==> config.mk <==
export PLATFORM = sky130hd
export DESIGN_NAME = wb_gpio_arbiter
export DESIGN_NICKNAME = d
export VERILOG_FILES = /design/src/rtl/wb_gpio_pkg.sv /design/src/rtl/wb_gpio_watchdog.sv /design/src/rtl/wb_gpio_arbiter.sv
export SDC_FILE = /design/constraint.sdc
export NUM_CORES = 1
export LEC_CHECK = 0
export ABC_AREA = 1
export BUFFER_PORTS_ARGS = -buffer_cell sky130_fd_sc_hd__buf_2
export CAP_MARGIN = 5
export CORE_ASPECT_RATIO = 0.75
export CORE_MARGIN = 10
export CORE_UTILIZATION = 30
export CTS_BUF_LIST = sky130_fd_sc_hd__clkbuf_8
export DETAILED_ROUTE_END_ITERATION = 7
export GPL_ROUTABILITY_DRIVEN = 1
export PLACE_DENSITY = 0.84
export SETUP_SLACK_MARGIN = 0.15
export SLEW_MARGIN = 10
export SYNTH_ARGS = -nofsm -noshare
export SYNTH_HDL_FRONTEND = slang
export SYNTH_SLANG_ARGS = --single-unit
==> constraint.sdc <==
create_clock -name WB_CLK -period 1.8 [get_ports WB_CLK]
set_clock_uncertainty 0.15 [all_clocks]
set_input_delay 0.18 -clock WB_CLK [delete_from_list [all_inputs] [get_ports WB_CLK]]
set_output_delay 0.18 -clock WB_CLK [all_outputs]
set_load 0.03 [all_outputs]
==> src/rtl/wb_gpio_pkg.sv <==
// rtl/wb_gpio_pkg.sv - shared types and constants for the GPIO Wishbone arbiter
package wb_gpio_pkg;

   typedef enum logic [1:0] {
      IDLE  = 2'd0,
      OWN0  = 2'd1,
      OWN1  = 2'd2,
      ABORT = 2'd3
   } wb_state_e;

   localparam int WB_ADDR_W      = 17;
   localparam int WB_DATA_W      = 32;
   localparam int WB_TIMEOUT_DEF = 255;
   localparam int WB_CNT_W       = 8;

endpackage

==> src/rtl/wb_gpio_watchdog.sv <==
// rtl/wb_gpio_watchdog.sv - saturating stall counter that flags an unacknowledged client strobe
module wb_gpio_watchdog
   import wb_gpio_pkg::*;
#(
   parameter int TIMEOUT = WB_TIMEOUT_DEF
) (
   input  logic clk,
   input  logic rst_n,
   input  logic clr,
   input  logic inc,
   output logic expired
);

   localparam logic [WB_CNT_W-1:0] LIMIT = WB_CNT_W'(TIMEOUT);

   logic [WB_CNT_W-1:0] cnt;

   // Holds at LIMIT so a stalled client can never wrap back to a quiet count.
   always_ff @(posedge clk or negedge rst_n) begin
      if (!rst_n) begin
         cnt <= '0;
      end else if (clr) begin
         cnt <= '0;
      end else if (inc && (cnt != LIMIT)) begin
         cnt <= cnt + 1'b1;
      end
   end

   assign expired = (cnt == LIMIT);

endmodule

==> src/rtl/wb_gpio_arbiter.sv <==
// rtl/wb_gpio_arbiter.sv - round-robin two-master Wishbone arbiter in front of the GPIO client port
module wb_gpio_arbiter
   import wb_gpio_pkg::*;
#(
   parameter int ADDR_W  = WB_ADDR_W,
   parameter int DATA_W  = WB_DATA_W,
   parameter int TIMEOUT = WB_TIMEOUT_DEF
) (
   input  logic                WB_CLK,
   input  logic                WB_RST_N,

   input  logic [ADDR_W-1:0]   M0_ADR,
   input  logic                M0_CYC,
   input  logic                M0_STB,
   input  logic                M0_WE,
   input  logic [DATA_W/8-1:0] M0_BYTE_STB,
   input  logic [DATA_W-1:0]   M0_WR_DAT,
   output logic [DATA_W-1:0]   M0_RD_DAT,
   output logic                M0_ACK,
   output logic                M0_ERR,

   input  logic [ADDR_W-1:0]   M1_ADR,
   input  logic                M1_CYC,
   input  logic                M1_STB,
   input  logic                M1_WE,
   input  logic [DATA_W/8-1:0] M1_BYTE_STB,
   input  logic [DATA_W-1:0]   M1_WR_DAT,
   output logic [DATA_W-1:0]   M1_RD_DAT,
   output logic                M1_ACK,
   output logic                M1_ERR,

   output logic [ADDR_W-1:0]   S_ADR,
   output logic                S_CYC,
   output logic                S_STB,
   output logic                S_WE,
   output logic [DATA_W/8-1:0] S_BYTE_STB,
   output logic [DATA_W-1:0]   S_WR_DAT,
   input  logic [DATA_W-1:0]   S_RD_DAT,
   input  logic                S_ACK,

   output logic [1:0]          GNT
);

   wb_state_e state_q, state_d;
   logic      last_q, last_d;
   logic      owned;
   logic      wd_clr;
   logic      wd_inc;
   logic      wd_expired;
   logic      timeout;

   always_ff @(posedge WB_CLK or negedge WB_RST_N) begin
      if (!WB_RST_N) begin
         state_q <= IDLE;
         last_q  <= 1'b1;
      end else begin
         state_q <= state_d;
         last_q  <= last_d;
      end
   end

   assign owned   = (state_q == OWN0) || (state_q == OWN1);
   // A late ACK landing on the expiry cycle still wins over the error.
   assign timeout = owned && wd_expired && !S_ACK;

   always_comb begin
      state_d = state_q;
      last_d  = last_q;
      case (state_q)
         IDLE: begin
            if (M0_CYC && !M1_CYC) begin
               state_d = OWN0;
            end else if (M1_CYC && !M0_CYC) begin
               state_d = OWN1;
            end else if (M0_CYC && M1_CYC) begin
               state_d = last_q ? OWN0 : OWN1;
            end
         end
         OWN0: begin
            if (timeout) begin
               state_d = ABORT;
               last_d  = 1'b0;
            end else if (!M0_CYC) begin
               state_d = IDLE;
               last_d  = 1'b0;
            end
         end
         OWN1: begin
            if (timeout) begin
               state_d = ABORT;
               last_d  = 1'b1;
            end else if (!M1_CYC) begin
               state_d = IDLE;
               last_d  = 1'b1;
            end
         end
         default: begin
            state_d = IDLE;
         end
      endcase
   end

   always_comb begin
      S_ADR      = '0;
      S_CYC      = 1'b0;
      S_STB      = 1'b0;
      S_WE       = 1'b0;
      S_BYTE_STB = '0;
      S_WR_DAT   = '0;
      M0_RD_DAT  = '0;
      M0_ACK     = 1'b0;
      M0_ERR     = 1'b0;
      M1_RD_DAT  = '0;
      M1_ACK     = 1'b0;
      M1_ERR     = 1'b0;
      case (state_q)
         OWN0: begin
            S_ADR      = M0_ADR;
            S_CYC      = M0_CYC;
            S_STB      = M0_STB;
            S_WE       = M0_WE;
            S_BYTE_STB = M0_BYTE_STB;
            S_WR_DAT   = M0_WR_DAT;
            M0_RD_DAT  = S_RD_DAT;
            M0_ACK     = S_ACK;
            M0_ERR     = timeout;
         end
         OWN1: begin
            S_ADR      = M1_ADR;
            S_CYC      = M1_CYC;
            S_STB      = M1_STB;
            S_WE       = M1_WE;
            S_BYTE_STB = M1_BYTE_STB;
            S_WR_DAT   = M1_WR_DAT;
            M1_RD_DAT  = S_RD_DAT;
            M1_ACK     = S_ACK;
            M1_ERR     = timeout;
         end
         default: begin
         end
      endcase
   end

   assign GNT = {state_q == OWN1, state_q == OWN0};

   // Idle and abort hold the counter at zero, so every new owner starts fresh.
   assign wd_clr = !owned || S_ACK;
   assign wd_inc = S_STB && !S_ACK;

   wb_gpio_watchdog #(
      .TIMEOUT (TIMEOUT)
   ) u_watchdog (
      .clk     (WB_CLK),
      .rst_n   (WB_RST_N),
      .clr     (wd_clr),
      .inc     (wd_inc),
      .expired (wd_expired)
   );

endmodule

==> results.cfg <==
[status]
outcome = finished, violations left
violations = setup timing

[timing]
finalMaxSlewViolations = 0
fmax_ghz = 0.4703
slew_headroom_pct = 78.68
post-route-period-util_pct = 118.1
setup_ws_ps = -326.2
worst_pin_slew_ps = 319.8
period_needed_ps = 2126
finalSetupViolations = 136
hold_viol = 0
rsz0062_at_grt = true

[detailed_routing]
first_iter_violations = 627
ant_nets = 0
remaining_drc_errors = 0
vias = 4797
drt_wl_total_um = 22020
routedWlPerCell_um = 25.94
vias_per_cell = 5.650
drt_pass1_iterations = 7

[clock_tree]
cts_tree = built
cts_sinks = 11
clk_latency_ps = 250
htreeDepth = 1
cts.clk_slew.worst_paths_ps = 60
cts_buffers = 3
clockBufferDepth = 2
root_buffer = clkbuf_8

[yosys]
yosys-top-cells-area = nand2_1 37%, inv_1 14%, a21oi_1 13%
yosysMostFrequentCell = nand2_1
syn_area_um2 = 2185
syn_nets = 597
ys_ff_latch = 11
synthArstFlopShare_pct = 100.0
synth_common_cells = 213 x nand2_1, 83 x inv_1, 57 x a21oi_1, 13 x clkbuf_1
yosys_most_used_dff = dfrtp_1
syn_inst = 442
yosysTopAreaCell = nand2_1
synthDistinctLibCells = 27
synth_warnings = 0
synth-seq-area-share_pct = 12.66
synth_area_per_cell_um2 = 4.943
synth-edff-count = 0
yosysTopAreaCellShare_pct = 36.60

[critical_path]
cp_max_fo = 5
path_delay_family = buffers and inverters
crit_type = reg -> out
cp.required_ps = 1470
critPathLaunchType = flop
cp_common_cell = inv_2
end_kind = output port
cp.depth = 7
crit_path_cell_trace = inv_2 > ha_4 > inv_1 > o21ai_4 > inv_2 > nor2_4 > buf_6
rr_worst_depth = 11
crit-reg2reg-launch = state_q[0]$_DFFE_PN0P_
cp.arrival_ps = 1800
worst_path_max_delay_cell = dfrtp_1
r2r_slack_ps = -290
crit_end = S_CYC
crit_buf_inv = 4
r2r-end = u_watchdog.cnt[3]$_DFFE_PN0P_
cp-startpoint = state_q[0]$_DFFE_PN0P_
crit_path_max_incr_delay_ps = 410

[global_route]
grt-ovfl-total = 0
grt_use_met1_pct = 27.43
grt_pass1_wl_um = 25740
use_met2_pct = 57.02
grt_pass1_vias = 4591
top_usage_layer = met2
gr-usage-all-layers_pct = 28.56
grt_max_degree = 27
grtUsageMet3_pct = 8.108
antenna_found_initial = 3

[finish]
nets = 903
syn_to_final_growth_pct = 185.3
drive_gt1_share_pct = 73.09

[power_and_ir_drop]
p_per_area_nw_per_um2 = 1505
vdd_drop_max_mv = 1.284
p_leak_nw = 3.177
power.total_mw = 9.384

[place]
pre_cts_ws_ps = 0.2793
dp_hpwl_um = 11190
routabilityCongestion = 0.8391
numPortBuffers = 272

[floorplanning]
top_level_ports = 273
start_util_pct = 31.53
die_area_um2 = 11130
rows = 26
die_x_um = 118.5
dieHeight_um = 93.90
core_area_um2 = 6929

[run]
max_cap_violations = 0

[worst_hold_path]
min_path_type = in -> async
[worst min-delay path by stage]
| stage | slack (ps) | endpoint | start | depth (start not counted) |
|---|---|---|---|---|
| 2_1_floorplan | -270 | state_q[0]$_DFFE_PN0P_ | WB_RST_N | 0 |
| 3_3_place_gp | -90 | u_watchdog.cnt[1]$_DFFE_PN0P_ | WB_RST_N | 1 |
| 3_5_place_dp | -80 | u_watchdog.cnt[2]$_DFFE_PN0P_ | WB_RST_N | 1 |
| 4_1_cts | 200 | u_watchdog.cnt[2]$_DFFE_PN0P_ | WB_RST_N | 2 |
| 5_1_grt | 250 | u_watchdog.cnt[0]$_DFFE_PN0P_ | WB_RST_N | 2 |
| 6_report | 270 | u_watchdog.cnt[2]$_DFFE_PN0P_ | WB_RST_N | 2 |
[logic make-up (layout without fill, tap and decap cells)]
family	Yosys count	count (layout)	share of synthesized area, %
flip-flops	11	11	12.66
AND/OR/NAND/NOR	243	244	45.30
AO/OA/AOI/OAI	67	67	16.44
adder cells (fa/ha/maj)	8	8	4.582
other	0	4	0
buffers and inverters	113	417	21.02
[state kept, by name (all words and copies together) (netlist names)]
register and count:
u_watchdog.cnt 8, state_q 2, last_q 1
[what timing repair did]
item                                    4_1_cts  5_1_grt
setup buffers                                15       12
pin swaps                                     7        9
endpoints found under the setup margin      136      137
gates cloned                                  7        6
endpoints found under the hold margin        11        0
resized for setup                           282      102
hold buffers                                  1        0
[cells in the final DEF (no fill, tap or decap), drive strengths merged]
cell type,count
o21ai,8
clkbuf,8
nand3b,2
nand4,1
or2,1
nor2,11
a21oi,57
o21bai,2
nand2,218
nand3,11
dlygate4sd3,1
bufbuf,1
inv,85
dfrtp,10
dfstp,1
buf,322
ha,8
diode,4
[metal layers]
metal | vias up | part of all wire (%) | routed length, µm
li1 | 1929 | - | -
met1 | 2197 | 31 | 6868
met2 | 522 | 51 | 11140
met3 | 149 | 12 | 2551
met4 | 0 | 6.7 | 1465
met5 | - | 0 | 0
[final cells by class]
class,count,area [µm²]
Timing Repair Buffer,329,3000
Inverter,84,322.8
Clock buffer,3,41.29
Tap cell,98,122.6
Sequential cell,11,276.5
Fill cell,279,695.7
Multi-Input combinational cell,319,2456
Antenna cell,4,10.01
Clock inverter,1,3.754
[power by group]
group          internal, mW  leakage, nW  switching (mW)
Combinational          3.59         3.00            5.20
Clock                 0.151       0.0269           0.121
Sequential            0.292        0.147          0.0330
[stage by stage]
| stage | hold slack [ps] | TNS [ps] | cells | utilization [%] | area (µm²) |
|---|---|---|---|---|---|
| 2_1_floorplan | -265.6 | -1380 | 442 | - | 2950 |
| 3_3_place_gp | -87.60 | 0 | 800 | 63.60 | 4407 |
| 3_5_place_dp | -80.93 | 0 | 800 | 63.60 | 4407 |
| 4_1_cts | 200.5 | -8574 | 827 | 81.13 | 5622 |
| 5_1_grt | 250.7 | -28340 | 848 | 89.92 | 6231 |
| 6_report | 266.3 | -23680 | 849 | 89.96 | 6233 |
Power figures use the tool's default switching activity.
